File: src/rtl/mvu_job_queue_pkg.sv
// Shared types for the MVU job queue: field widths matching mvutop, the packed job
// descriptor and the per-channel launch FSM states.
package mvu_jobq_pkg;

  localparam int unsigned BCNTDWN  = 29;
  localparam int unsigned BPREC    = 6;
  localparam int unsigned BBWADDR  = 9;
  localparam int unsigned BBDADDR  = 15;
  localparam int unsigned BSTRIDE  = 15;
  localparam int unsigned BLENGTH  = 15;
  localparam int unsigned BQMSBIDX = 5;

  typedef struct packed {
    logic [BQMSBIDX-1:0] quant_msbidx;
    logic [BCNTDWN-1:0]  countdown;
    logic [BPREC-1:0]    wprecision;
    logic [BPREC-1:0]    iprecision;
    logic [BPREC-1:0]    oprecision;
    logic [BBWADDR-1:0]  wbaseaddr;
    logic [BBDADDR-1:0]  ibaseaddr;
    logic [BBDADDR-1:0]  obaseaddr;
    logic [BSTRIDE-1:0]  wstride_0;
    logic [BSTRIDE-1:0]  wstride_1;
    logic [BSTRIDE-1:0]  wstride_2;
    logic [BSTRIDE-1:0]  istride_0;
    logic [BSTRIDE-1:0]  istride_1;
    logic [BSTRIDE-1:0]  istride_2;
    logic [BSTRIDE-1:0]  ostride_0;
    logic [BSTRIDE-1:0]  ostride_1;
    logic [BSTRIDE-1:0]  ostride_2;
    logic [BLENGTH-1:0]  wlength_0;
    logic [BLENGTH-1:0]  wlength_1;
    logic [BLENGTH-1:0]  wlength_2;
    logic [BLENGTH-1:0]  ilength_0;
    logic [BLENGTH-1:0]  ilength_1;
    logic [BLENGTH-1:0]  ilength_2;
    logic [BLENGTH-1:0]  olength_0;
    logic [BLENGTH-1:0]  olength_1;
    logic [BLENGTH-1:0]  olength_2;
  } mvu_job_t;

  localparam int unsigned JOBW = $bits(mvu_job_t);

  typedef enum logic [1:0] {
    StIdle,
    StLoad,
    StStart,
    StRun
  } mvu_jobq_state_e;

endpackage

File: src/rtl/mvu_job_queue_if.sv
// Job push handshake between a host/controller (master) and the job queue (slave).
interface mvu_job_queue_if #(
  parameter int unsigned NMVU = 1
);
  import mvu_jobq_pkg::*;

  localparam int unsigned BMVUA = (NMVU > 1) ? $clog2(NMVU) : 1;

  logic             job_valid;
  logic [BMVUA-1:0] job_mvu;
  logic [JOBW-1:0]  job_word;
  logic             job_ready;

  modport master (
    output job_valid,
    output job_mvu,
    output job_word,
    input  job_ready
  );

  modport slave (
    input  job_valid,
    input  job_mvu,
    input  job_word,
    output job_ready
  );

endinterface

File: src/rtl/mvu_job_fifo.sv
// Single-clock job FIFO with one-cycle flush; pointers carry an extra wrap bit so that
// full and empty are distinguishable.
module mvu_job_fifo #(
  parameter int unsigned Width = 8,
  parameter int unsigned Depth = 4
) (
  input  logic                     clk_i,
  input  logic                     rst_ni,
  input  logic                     push_i,
  input  logic                     pop_i,
  input  logic                     flush_i,
  input  logic [Width-1:0]         wdata_i,
  output logic [Width-1:0]         rdata_o,
  output logic                     full_o,
  output logic                     empty_o,
  output logic [$clog2(Depth):0]   level_o
);

  localparam int unsigned PtrW = $clog2(Depth);
  localparam int unsigned CntW = PtrW + 1;

  logic [CntW-1:0]  wr_q, wr_d, rd_q, rd_d;
  logic [Width-1:0] mem_q [Depth];
  logic             do_push, do_pop;

  assign empty_o = (wr_q == rd_q);
  assign full_o  = (wr_q[PtrW] != rd_q[PtrW]) && (wr_q[PtrW-1:0] == rd_q[PtrW-1:0]);
  assign level_o = wr_q - rd_q;
  assign rdata_o = mem_q[rd_q[PtrW-1:0]];

  // A pop frees a slot in the same cycle, so a full queue may still accept a push.
  assign do_pop  = pop_i && !empty_o;
  assign do_push = push_i && !flush_i && (!full_o || do_pop);

  always_comb begin
    rd_d = rd_q + CntW'(do_pop);
    wr_d = flush_i ? rd_d : (wr_q + CntW'(do_push));
  end

  always_ff @(posedge clk_i or negedge rst_ni) begin
    if (!rst_ni) begin
      wr_q <= '0;
      rd_q <= '0;
    end else begin
      wr_q <= wr_d;
      rd_q <= rd_d;
    end
  end

  always_ff @(posedge clk_i) begin
    if (do_push) begin
      mem_q[wr_q[PtrW-1:0]] <= wdata_i;
    end
  end

endmodule

File: src/rtl/mvu_job_queue.sv
// Per-MVU job queue and launch sequencer: queues job descriptors, applies config,
// pulses start, waits for done and raises a sticky drain interrupt.
module mvu_job_queue
  import mvu_jobq_pkg::*;
#(
  parameter int unsigned NMVU  = 1,
  parameter int unsigned DEPTH = 4
) (
  input  logic                              clk,
  input  logic                              rst_n,
  mvu_job_queue_if.slave                    jif,
  input  logic [NMVU-1:0]                   q_flush,
  input  logic [NMVU-1:0]                   irq_clr,
  output logic [NMVU-1:0]                   start,
  input  logic [NMVU-1:0]                   done,
  output logic [NMVU*BCNTDWN-1:0]           countdown,
  output logic [NMVU*BPREC-1:0]             wprecision,
  output logic [NMVU*BPREC-1:0]             iprecision,
  output logic [NMVU*BPREC-1:0]             oprecision,
  output logic [NMVU*BBWADDR-1:0]           wbaseaddr,
  output logic [NMVU*BBDADDR-1:0]           ibaseaddr,
  output logic [NMVU*BBDADDR-1:0]           obaseaddr,
  output logic [NMVU*BSTRIDE-1:0]           wstride_0,
  output logic [NMVU*BSTRIDE-1:0]           wstride_1,
  output logic [NMVU*BSTRIDE-1:0]           wstride_2,
  output logic [NMVU*BSTRIDE-1:0]           istride_0,
  output logic [NMVU*BSTRIDE-1:0]           istride_1,
  output logic [NMVU*BSTRIDE-1:0]           istride_2,
  output logic [NMVU*BSTRIDE-1:0]           ostride_0,
  output logic [NMVU*BSTRIDE-1:0]           ostride_1,
  output logic [NMVU*BSTRIDE-1:0]           ostride_2,
  output logic [NMVU*BLENGTH-1:0]           wlength_0,
  output logic [NMVU*BLENGTH-1:0]           wlength_1,
  output logic [NMVU*BLENGTH-1:0]           wlength_2,
  output logic [NMVU*BLENGTH-1:0]           ilength_0,
  output logic [NMVU*BLENGTH-1:0]           ilength_1,
  output logic [NMVU*BLENGTH-1:0]           ilength_2,
  output logic [NMVU*BLENGTH-1:0]           olength_0,
  output logic [NMVU*BLENGTH-1:0]           olength_1,
  output logic [NMVU*BLENGTH-1:0]           olength_2,
  output logic [NMVU*BQMSBIDX-1:0]          quant_msbidx,
  output logic [NMVU-1:0]                   busy,
  output logic [NMVU*($clog2(DEPTH)+1)-1:0] q_level,
  output logic [NMVU-1:0]                   irq
);

  localparam int unsigned BMVUA = (NMVU > 1) ? $clog2(NMVU) : 1;
  localparam int unsigned LvlW  = $clog2(DEPTH) + 1;

  logic [NMVU-1:0] full;

  // Out-of-range channel indices never match, so they see job_ready = 0.
  always_comb begin
    jif.job_ready = 1'b0;
    for (int unsigned m = 0; m < NMVU; m++) begin
      if (jif.job_mvu == BMVUA'(m)) begin
        jif.job_ready = !full[m];
      end
    end
  end

  for (genvar m = 0; m < NMVU; m++) begin : g_ch
    mvu_jobq_state_e state_q, state_d;
    mvu_job_t        cfg_q, cfg_d;
    logic            first_q, first_d;
    logic            irq_q, irq_d;
    logic            push, pop, complete, empty;
    logic [JOBW-1:0] rdata;
    logic [LvlW-1:0] level, level_after_pop;

    assign push = jif.job_valid && jif.job_ready && (jif.job_mvu == BMVUA'(m));

    mvu_job_fifo #(
      .Width (JOBW),
      .Depth (DEPTH)
    ) u_fifo (
      .clk_i   (clk),
      .rst_ni  (rst_n),
      .push_i  (push),
      .pop_i   (pop),
      .flush_i (q_flush[m]),
      .wdata_i (jif.job_word),
      .rdata_o (rdata),
      .full_o  (full[m]),
      .empty_o (empty),
      .level_o (level)
    );

    always_comb begin
      state_d  = state_q;
      cfg_d    = cfg_q;
      first_d  = 1'b0;
      pop      = 1'b0;
      complete = 1'b0;
      unique case (state_q)
        StIdle: begin
          if (!empty) begin
            pop     = 1'b1;
            state_d = StLoad;
          end
        end
        StLoad:  state_d = StStart;
        StStart: begin
          state_d = StRun;
          first_d = 1'b1;
        end
        StRun: begin
          // first_q masks a done left over from the previous job
          if (!first_q && done[m]) begin
            complete = 1'b1;
            if (!empty) begin
              pop     = 1'b1;
              state_d = StLoad;
            end else begin
              state_d = StIdle;
            end
          end
        end
        default: state_d = StIdle;
      endcase
      if (pop) begin
        cfg_d = mvu_job_t'(rdata);
      end
    end

    assign level_after_pop = level - LvlW'(pop);

    always_comb begin
      irq_d = irq_q;
      if (irq_clr[m]) begin
        irq_d = 1'b0;
      end
      if (complete && (q_flush[m] || (level_after_pop == '0))) begin
        irq_d = 1'b1;
      end
    end

    always_ff @(posedge clk or negedge rst_n) begin
      if (!rst_n) begin
        state_q <= StIdle;
        cfg_q   <= '0;
        first_q <= 1'b0;
        irq_q   <= 1'b0;
      end else begin
        state_q <= state_d;
        cfg_q   <= cfg_d;
        first_q <= first_d;
        irq_q   <= irq_d;
      end
    end

    assign start[m]                   = (state_q == StStart);
    assign busy[m]                    = (state_q != StIdle);
    assign irq[m]                     = irq_q;
    assign q_level[m*LvlW +: LvlW]    = level;

    assign countdown[m*BCNTDWN +: BCNTDWN]      = cfg_q.countdown;
    assign wprecision[m*BPREC +: BPREC]         = cfg_q.wprecision;
    assign iprecision[m*BPREC +: BPREC]         = cfg_q.iprecision;
    assign oprecision[m*BPREC +: BPREC]         = cfg_q.oprecision;
    assign wbaseaddr[m*BBWADDR +: BBWADDR]      = cfg_q.wbaseaddr;
    assign ibaseaddr[m*BBDADDR +: BBDADDR]      = cfg_q.ibaseaddr;
    assign obaseaddr[m*BBDADDR +: BBDADDR]      = cfg_q.obaseaddr;
    assign wstride_0[m*BSTRIDE +: BSTRIDE]      = cfg_q.wstride_0;
    assign wstride_1[m*BSTRIDE +: BSTRIDE]      = cfg_q.wstride_1;
    assign wstride_2[m*BSTRIDE +: BSTRIDE]      = cfg_q.wstride_2;
    assign istride_0[m*BSTRIDE +: BSTRIDE]      = cfg_q.istride_0;
    assign istride_1[m*BSTRIDE +: BSTRIDE]      = cfg_q.istride_1;
    assign istride_2[m*BSTRIDE +: BSTRIDE]      = cfg_q.istride_2;
    assign ostride_0[m*BSTRIDE +: BSTRIDE]      = cfg_q.ostride_0;
    assign ostride_1[m*BSTRIDE +: BSTRIDE]      = cfg_q.ostride_1;
    assign ostride_2[m*BSTRIDE +: BSTRIDE]      = cfg_q.ostride_2;
    assign wlength_0[m*BLENGTH +: BLENGTH]      = cfg_q.wlength_0;
    assign wlength_1[m*BLENGTH +: BLENGTH]      = cfg_q.wlength_1;
    assign wlength_2[m*BLENGTH +: BLENGTH]      = cfg_q.wlength_2;
    assign ilength_0[m*BLENGTH +: BLENGTH]      = cfg_q.ilength_0;
    assign ilength_1[m*BLENGTH +: BLENGTH]      = cfg_q.ilength_1;
    assign ilength_2[m*BLENGTH +: BLENGTH]      = cfg_q.ilength_2;
    assign olength_0[m*BLENGTH +: BLENGTH]      = cfg_q.olength_0;
    assign olength_1[m*BLENGTH +: BLENGTH]      = cfg_q.olength_1;
    assign olength_2[m*BLENGTH +: BLENGTH]      = cfg_q.olength_2;
    assign quant_msbidx[m*BQMSBIDX +: BQMSBIDX] = cfg_q.quant_msbidx;
  end

endmodule

File: src/flat_wrapper.sv
// flat-port wrapper written by rule: the top's interface ports become plain ports
module mvu_job_queue_flat import mvu_jobq_pkg::*;
#(
  parameter int unsigned NMVU  = 1,
  parameter int unsigned DEPTH = 4
)
  (clk, rst_n, q_flush, irq_clr, start, done, countdown, wprecision, iprecision, oprecision, wbaseaddr, ibaseaddr, obaseaddr, wstride_0, wstride_1, wstride_2, istride_0, istride_1, istride_2, ostride_0, ostride_1, ostride_2, wlength_0, wlength_1, wlength_2, ilength_0, ilength_1, ilength_2, olength_0, olength_1, olength_2, quant_msbidx, busy, q_level, irq, jif_job_valid, jif_job_mvu, jif_job_word, jif_job_ready);
  mvu_job_queue_if #(.NMVU(NMVU)) jif_i ();
  input  logic clk;
  input  logic rst_n;
  input  logic [NMVU-1:0] q_flush;
  input  logic [NMVU-1:0] irq_clr;
  output logic [NMVU-1:0] start;
  input  logic [NMVU-1:0] done;
  output logic [NMVU*BCNTDWN-1:0] countdown;
  output logic [NMVU*BPREC-1:0] wprecision;
  output logic [NMVU*BPREC-1:0] iprecision;
  output logic [NMVU*BPREC-1:0] oprecision;
  output logic [NMVU*BBWADDR-1:0] wbaseaddr;
  output logic [NMVU*BBDADDR-1:0] ibaseaddr;
  output logic [NMVU*BBDADDR-1:0] obaseaddr;
  output logic [NMVU*BSTRIDE-1:0] wstride_0;
  output logic [NMVU*BSTRIDE-1:0] wstride_1;
  output logic [NMVU*BSTRIDE-1:0] wstride_2;
  output logic [NMVU*BSTRIDE-1:0] istride_0;
  output logic [NMVU*BSTRIDE-1:0] istride_1;
  output logic [NMVU*BSTRIDE-1:0] istride_2;
  output logic [NMVU*BSTRIDE-1:0] ostride_0;
  output logic [NMVU*BSTRIDE-1:0] ostride_1;
  output logic [NMVU*BSTRIDE-1:0] ostride_2;
  output logic [NMVU*BLENGTH-1:0] wlength_0;
  output logic [NMVU*BLENGTH-1:0] wlength_1;
  output logic [NMVU*BLENGTH-1:0] wlength_2;
  output logic [NMVU*BLENGTH-1:0] ilength_0;
  output logic [NMVU*BLENGTH-1:0] ilength_1;
  output logic [NMVU*BLENGTH-1:0] ilength_2;
  output logic [NMVU*BLENGTH-1:0] olength_0;
  output logic [NMVU*BLENGTH-1:0] olength_1;
  output logic [NMVU*BLENGTH-1:0] olength_2;
  output logic [NMVU*BQMSBIDX-1:0] quant_msbidx;
  output logic [NMVU-1:0] busy;
  output logic [NMVU*($clog2(DEPTH)+1)-1:0] q_level;
  output logic [NMVU-1:0] irq;
  input wire logic [$bits(jif_i.job_valid)-1:0] jif_job_valid;
  input wire logic [$bits(jif_i.job_mvu)-1:0] jif_job_mvu;
  input wire logic [$bits(jif_i.job_word)-1:0] jif_job_word;
  output wire logic [$bits(jif_i.job_ready)-1:0] jif_job_ready;
  assign jif_i.job_valid = jif_job_valid;
  assign jif_i.job_mvu = jif_job_mvu;
  assign jif_i.job_word = jif_job_word;
  assign jif_job_ready = jif_i.job_ready;
  mvu_job_queue #(.NMVU(NMVU), .DEPTH(DEPTH)) u_core (.clk(clk), .rst_n(rst_n), .jif(jif_i), .q_flush(q_flush), .irq_clr(irq_clr), .start(start), .done(done), .countdown(countdown), .wprecision(wprecision), .iprecision(iprecision), .oprecision(oprecision), .wbaseaddr(wbaseaddr), .ibaseaddr(ibaseaddr), .obaseaddr(obaseaddr), .wstride_0(wstride_0), .wstride_1(wstride_1), .wstride_2(wstride_2), .istride_0(istride_0), .istride_1(istride_1), .istride_2(istride_2), .ostride_0(ostride_0), .ostride_1(ostride_1), .ostride_2(ostride_2), .wlength_0(wlength_0), .wlength_1(wlength_1), .wlength_2(wlength_2), .ilength_0(ilength_0), .ilength_1(ilength_1), .ilength_2(ilength_2), .olength_0(olength_0), .olength_1(olength_1), .olength_2(olength_2), .quant_msbidx(quant_msbidx), .busy(busy), .q_level(q_level), .irq(irq));
endmodule
File: config.mk
export PLATFORM = sky130hd
export DESIGN_NAME = mvu_job_queue_flat
export DESIGN_NICKNAME = d
export VERILOG_FILES = /design/src/rtl/mvu_job_queue_pkg.sv /design/src/rtl/mvu_job_queue_if.sv /design/src/rtl/mvu_job_fifo.sv /design/src/rtl/mvu_job_queue.sv /design/src/flat_wrapper.sv
export SDC_FILE = /design/constraint.sdc
export NUM_CORES = 1
export LEC_CHECK = 0
export CAP_MARGIN = 15
export CORE_MARGIN = 2
export CORE_UTILIZATION = 45
export CTS_CLUSTER_DIAMETER = 60
export DETAILED_ROUTE_END_ITERATION = 7
export PLACE_DENSITY = 0.73
export RECOVER_POWER = 25
export REMOVE_ABC_BUFFERS = 1
export SLEW_MARGIN = 20
export SYNTH_ARGS = -nofsm -noshare
export SYNTH_HDL_FRONTEND = slang
export SYNTH_SLANG_ARGS = --single-unit
File: constraint.sdc
create_clock -name clk -period 71.8 [get_ports clk]
set_input_delay 14.36 -clock clk [delete_from_list [all_inputs] [get_ports clk]]
set_output_delay 14.36 -clock clk [all_outputs]
set_load 0.01 [all_outputs]
; Yosys cells after proc, flatten, opt, wreduce, memory -nomap -nowiden
; Memory sizes are Yosys's and may differ from the RTL's. A register that Yosys moved wholly into a read port is not among the register bits.
; Index checks and enable logic that the tools add are counted.
[totals]
elab_cells = 55
regBits = 10
mem_count = 1
output_inout_bits = 368
ram_bits = 1444
inputBits = 368
[mem_list]
columns = name, depth, width, read_ports, rd_clocked_by_memory_dff, write_ports, line
row1 = u_core.g_ch[0].u_fifo.mem_q, 4, 361, 1, 1, 1, mvu_job_fifo.sv:23  ; logic [Width-1:0] mem_q [Depth];
[classes]
n_mux = 16
add_sub_neg = 4
eq_ne = 8
n_reduce_logical = 20
bitwise_logic = 1
[ops]
columns = cell, count
row1 = $mux 1, 11
row2 = $logic_and 1x1->1, 8
row3 = $pmux 2 s4, 1
row4 = $add 3x1->3, 2
row5 = $logic_not 1->1, 5
row6 = $eq 2x2->1 const B, 2
row7 = $mux 2, 2
row8 = $reduce_bool 2->1, 2
row9 = $eq 3x3->1, 1
row10 = $logic_not 3->1, 1
row11 = $mux 3, 1
row12 = $sub 3x1->3, 1
row13 = $sub 3x3->3, 1
row14 = $eq 2x1->1 const B, 1
row15 = $eq 2x2->1, 1
row16 = $logic_not 2->1, 1
row17 = $logic_or 1x1->1, 2
row18 = $ne 2x1->1 const B, 1
row19 = $ne 2x2->1 const B, 1
row20 = $pmux 1 s2, 1
row21 = $reduce_and 2->1, 1
row22 = $ne 1x1->1, 1
row23 = $not 1->1, 1

; Logic depth before layout (Yosys ltp)
[logic_depth]
depth_word = 10
mapped_depth = 15
ltp_nobuf = 10

; Modules after synthesis
; A second synthesis with hierarchy kept.
[hier_totals]
hier_cells = 2717
area_unflattened_um2 = 66895.4
[by_module_without_submodules]
columns = module, instances, area_per_inst_um2, cells_each, seq_area_each_um2
row1 = mvu_job_fifo, 1, 52501.6, 1924, 43511.7
row2 = mvu_job_queue, 1, 14393.8, 793, 9133.8

; Worst setup path before layout
; No wires, ideal clock.
[synth_path]
path_type = input port to flip-flop
from = input jif_job_mvu
to = memory u_core.g_ch[0].u_fifo.mem_q[0][0] (netlist bit), enable pin
required_time_ns = 70.274
n_path_buf = 0
path_stages = 3
t_arrival_ns = 39.034
path_slack_ns = 31.240
setup_ns = 1.526
path_cell_list = a21oi_1 -> nand3b_1 -> nor3_1
[synth_between]
elab_chain_len = 7
[synth_lines]
columns = item, line
row1 = "start, declared", flat_wrapper.sv:45  ; input wire logic [$bits(jif_i.job_mvu)-1:0] jif_job_mvu;
row2 = $mux 1, mvu_job_queue.sv:56  ; if (jif.job_mvu == BMVUA'(m)) begin
row3 = $logic_and 1x1->1, mvu_job_queue.sv:71  ; assign push = jif.job_valid && jif.job_ready && (jif.job_mvu == BMVUA'(m));
row4 = $logic_and 1x1->1 *, mvu_job_queue.sv:71
row5 = $logic_and 1x1->1 * (2 in a row), mvu_job_fifo.sv:33  ; assign do_push = push_i && !flush_i && (!full_o || do_pop);
row6 = $mux 1 *, mvu_job_fifo.sv:51  ; if (do_push) begin
row7 = $mux 1 (implied by the code) *, mvu_job_fifo.sv:52  ; mem_q[wr_q[PtrW-1:0]] <= wdata_i;
row8 = "end, declared", mvu_job_fifo.sv:23
; Mark *: on every way between the ends. The rest lies on a longest branch, timed or not.

; Worst setup path after layout
[layout_path]
from = input jif_job_mvu
to = output jif_job_ready
[layout_between]
elab_chain_len = 1
[layout_lines]
columns = item, line
row1 = $mux 1, mvu_job_queue.sv:56
row2 = "end, declared", flat_wrapper.sv:47  ; output wire logic [$bits(jif_i.job_ready)-1:0] jif_job_ready;
; No other way between the ends.

==> out/results.ini <==
[outcome]
outcome=finished, violations left
violations=max-capacitance violations, max-slew violations

[hold_path]
whs_path_depth=1
hp-class=flip-flop to flip-flop

[logic_synthesis]
synth-simple-area-share=0.001330
synth_most_common_cell=edfxtp_1
synth_xor_area_frac=0.0006651
synthCells=2709
synth_async_sr_flop_share=0.2044
synth-edff-count=1444
synth-adder-area-share=0.002204
syn_area_per_cell_um2=24.31
synth.area.top_cells=edfxtp_1 66%, dfrtp_1 14%, mux4_2 12%
syn_area_mm2=0.06585
synth_compound_area_frac=0.001254
synth_warnings=0
yosys.area.top_type=edfxtp_1
yosysUniqueCellTypes=30
synth_top_area_frac=0.6585
synth_top_flop_cell=edfxtp_1
synth-seq-cells=1815
ys_seq_area_frac=0.7995
synth_top_family_by_area=multiplexers
muxShareOfSynthArea=0.1856
synthTopCellsByCount=1444 x edfxtp_1, 371 x dfrtp_1, 361 x mux4_2, 340 x mux2_2, 69 x buf_2

[timing]
slew_violations=86
tns_ps=0
period_minus_slack_ps=29900
fin_crit_sh=0.4164
setup_viol=0
maxSlewHeadroom=-2.558
rsz0062_at_grt=no
max_freq_mhz=33.45
finalClockSkew_ps=51.44
final-hold-violation-count=0
worst_slew_pin_slew_ps=5336

[routing]
dr.pass1.iters=5
detail-route-antenna-nets=0
via_per_inst=5.376
route.detailed.drc=0
wl_per_cell_um=24.79
drt_iter0_drc=2072
vias=30480
drt-total-wl_mm=140.5

[clock_network]
htree_levels=4
cts_inserted_buffers=183
cts_resized=0
postCtsSetupRepairBufs=0
root_buffer=clkbuf_16
clock_latency_ps=810
holdBufCountCts=0
cts_buffer_depth=3
cts_tree=done
clk_pin_slew_ps=60
cts_sinks=1815

[power_and_ir_drop]
ir_drop_mv=0.03518
p_leak_nw=27.34
p_per_area_mw_per_mm2=40.58
total_power_mw=3.304

[layout]
drive_above_1_share=0.2756
utilization=0.5600
fin_nets=3942
area_delta_synth_final_pct=23.66
largest_reg_flops=1444

[setup_path]
worst_setup_path_start_kind=primary input
worstSetupPathType=primary input to output pin
setup.worst_path.start=jif_job_mvu
crit_end=jif_job_ready
cp.arrival_ps=15540
crit_fanout=2
reg2reg_slack_ps=65570
reg2reg_to=u_core.g_ch[0].u_fifo.mem_q[3][311]
reg2reg_depth=10
cp.required_ps=57440
end_kind=output pin
rr_startpoint=u_core.g_ch[0].u_fifo.rd_q[1]

[die]
io_pins=736
die_w_um=386.5
initial_core_util=0.4529
std_cell_rows=140
dieHeight_um=386.5
fp.dieArea_mm2=0.1494
core_area_mm2=0.1454

[global_route]
grt_use_total=0.1886
grt_pass1_vias=32320
grt_pass1_wl_mm=211.0
grt_start_max_net_pins=142
grt_overflow_total=0
antenna_found_initial=62

[placed_design]
io_buffer_count=735
dp_hpwl_mm=84.16
place_congestion=0.7469

[run]
drv_cap=1

[worst min path at each step]
stage,start,to
finish,u_core.istride_2[11],u_core.istride_2[11]
global route,u_core.istride_2[11],u_core.istride_2[11]
CTS,u_core.istride_2[11],u_core.istride_2[11]
detailed placement,u_core.istride_2[11],u_core.istride_2[11]
global placement,u_core.istride_0[13],u_core.istride_0[13]
floorplan,u_core.g_ch[0].u_fifo.rd_q[2],u_core.g_ch[0].u_fifo.rd_q[2]
[metal layers]
metal / up-vias / routed length (um) / GRT usage
met5: - / 308 / 0
met4: 50 / 2923 / 0.04834
met3: 262 / 11840 / 0.06708
met2: 950 / 69350 / 0.3056
met1: 16230 / 56100 / 0.2435
li1: 12980 / - / -
[kinds of logic after synthesis]
kind of cell / after synthesis
flip-flops: 1815
buffers and inverters: 128
multiplexers: 724
XOR/XNOR: 5
AND/OR/NAND/NOR: 16
AO/OA/AOI/OAI: 10
adder cells (fa/ha/maj): 11
[where the power goes]
part	internal [mW]	switching (mW)	leakage, nW
combinational	0.555	0.441	7.08
sequential	1.31	0.0836	17.4
clock	0.520	0.395	2.84
total	2.38	0.921	27.3
[critical path: stages]
cell             delay (ps)
clkdlybuf4s50_1         400
a21oi_1                 200
clkdlybuf4s50_1         580
[cells in the final DEF, fill, tap and decap left out, drive strengths merged, types with 19 or more instances in the layout]
cell,instances
inv,19
clkbuf,272
dlygate4sd3,246
mux2,363
dfrtp,371
diode,29
edfxtp,1444
clkdlybuf4s50,488
clkinv,49
buf,54
mux4,361
[metrics by stage]
| step | cell area (um^2) | worst slack, ps | cells | hold WS, ps |
|---|---|---|---|---|
| 6_report | 81420 | 41900 | 5669 | 484.0 |
| 5_1_grt | 81380 | 41880 | 5651 | 505.9 |
| 4_1_cts | 81340 | 41910 | 5639 | 489.1 |
| 3_5_place_dp | 75460 | 41910 | 5294 | 475.5 |
| 3_3_place_gp | 75460 | 41900 | 5294 | 467.8 |
| 2_1_floorplan | 65250 | 30760 | 2589 | 514.8 |
[layout make-up]
class | instances | area, um^2
repair buffers | 789 | 7781
fillers | 10610 | 63970
clock buffers | 271 | 5111
clock inverters | 74 | 768.2
well taps | 1917 | 2399
flip-flops and latches | 1815 | 52650
diodes | 29 | 72.57
inverters | 8 | 30.03
multi-input cells | 766 | 12610
Power figures use the tool's default switching activity.
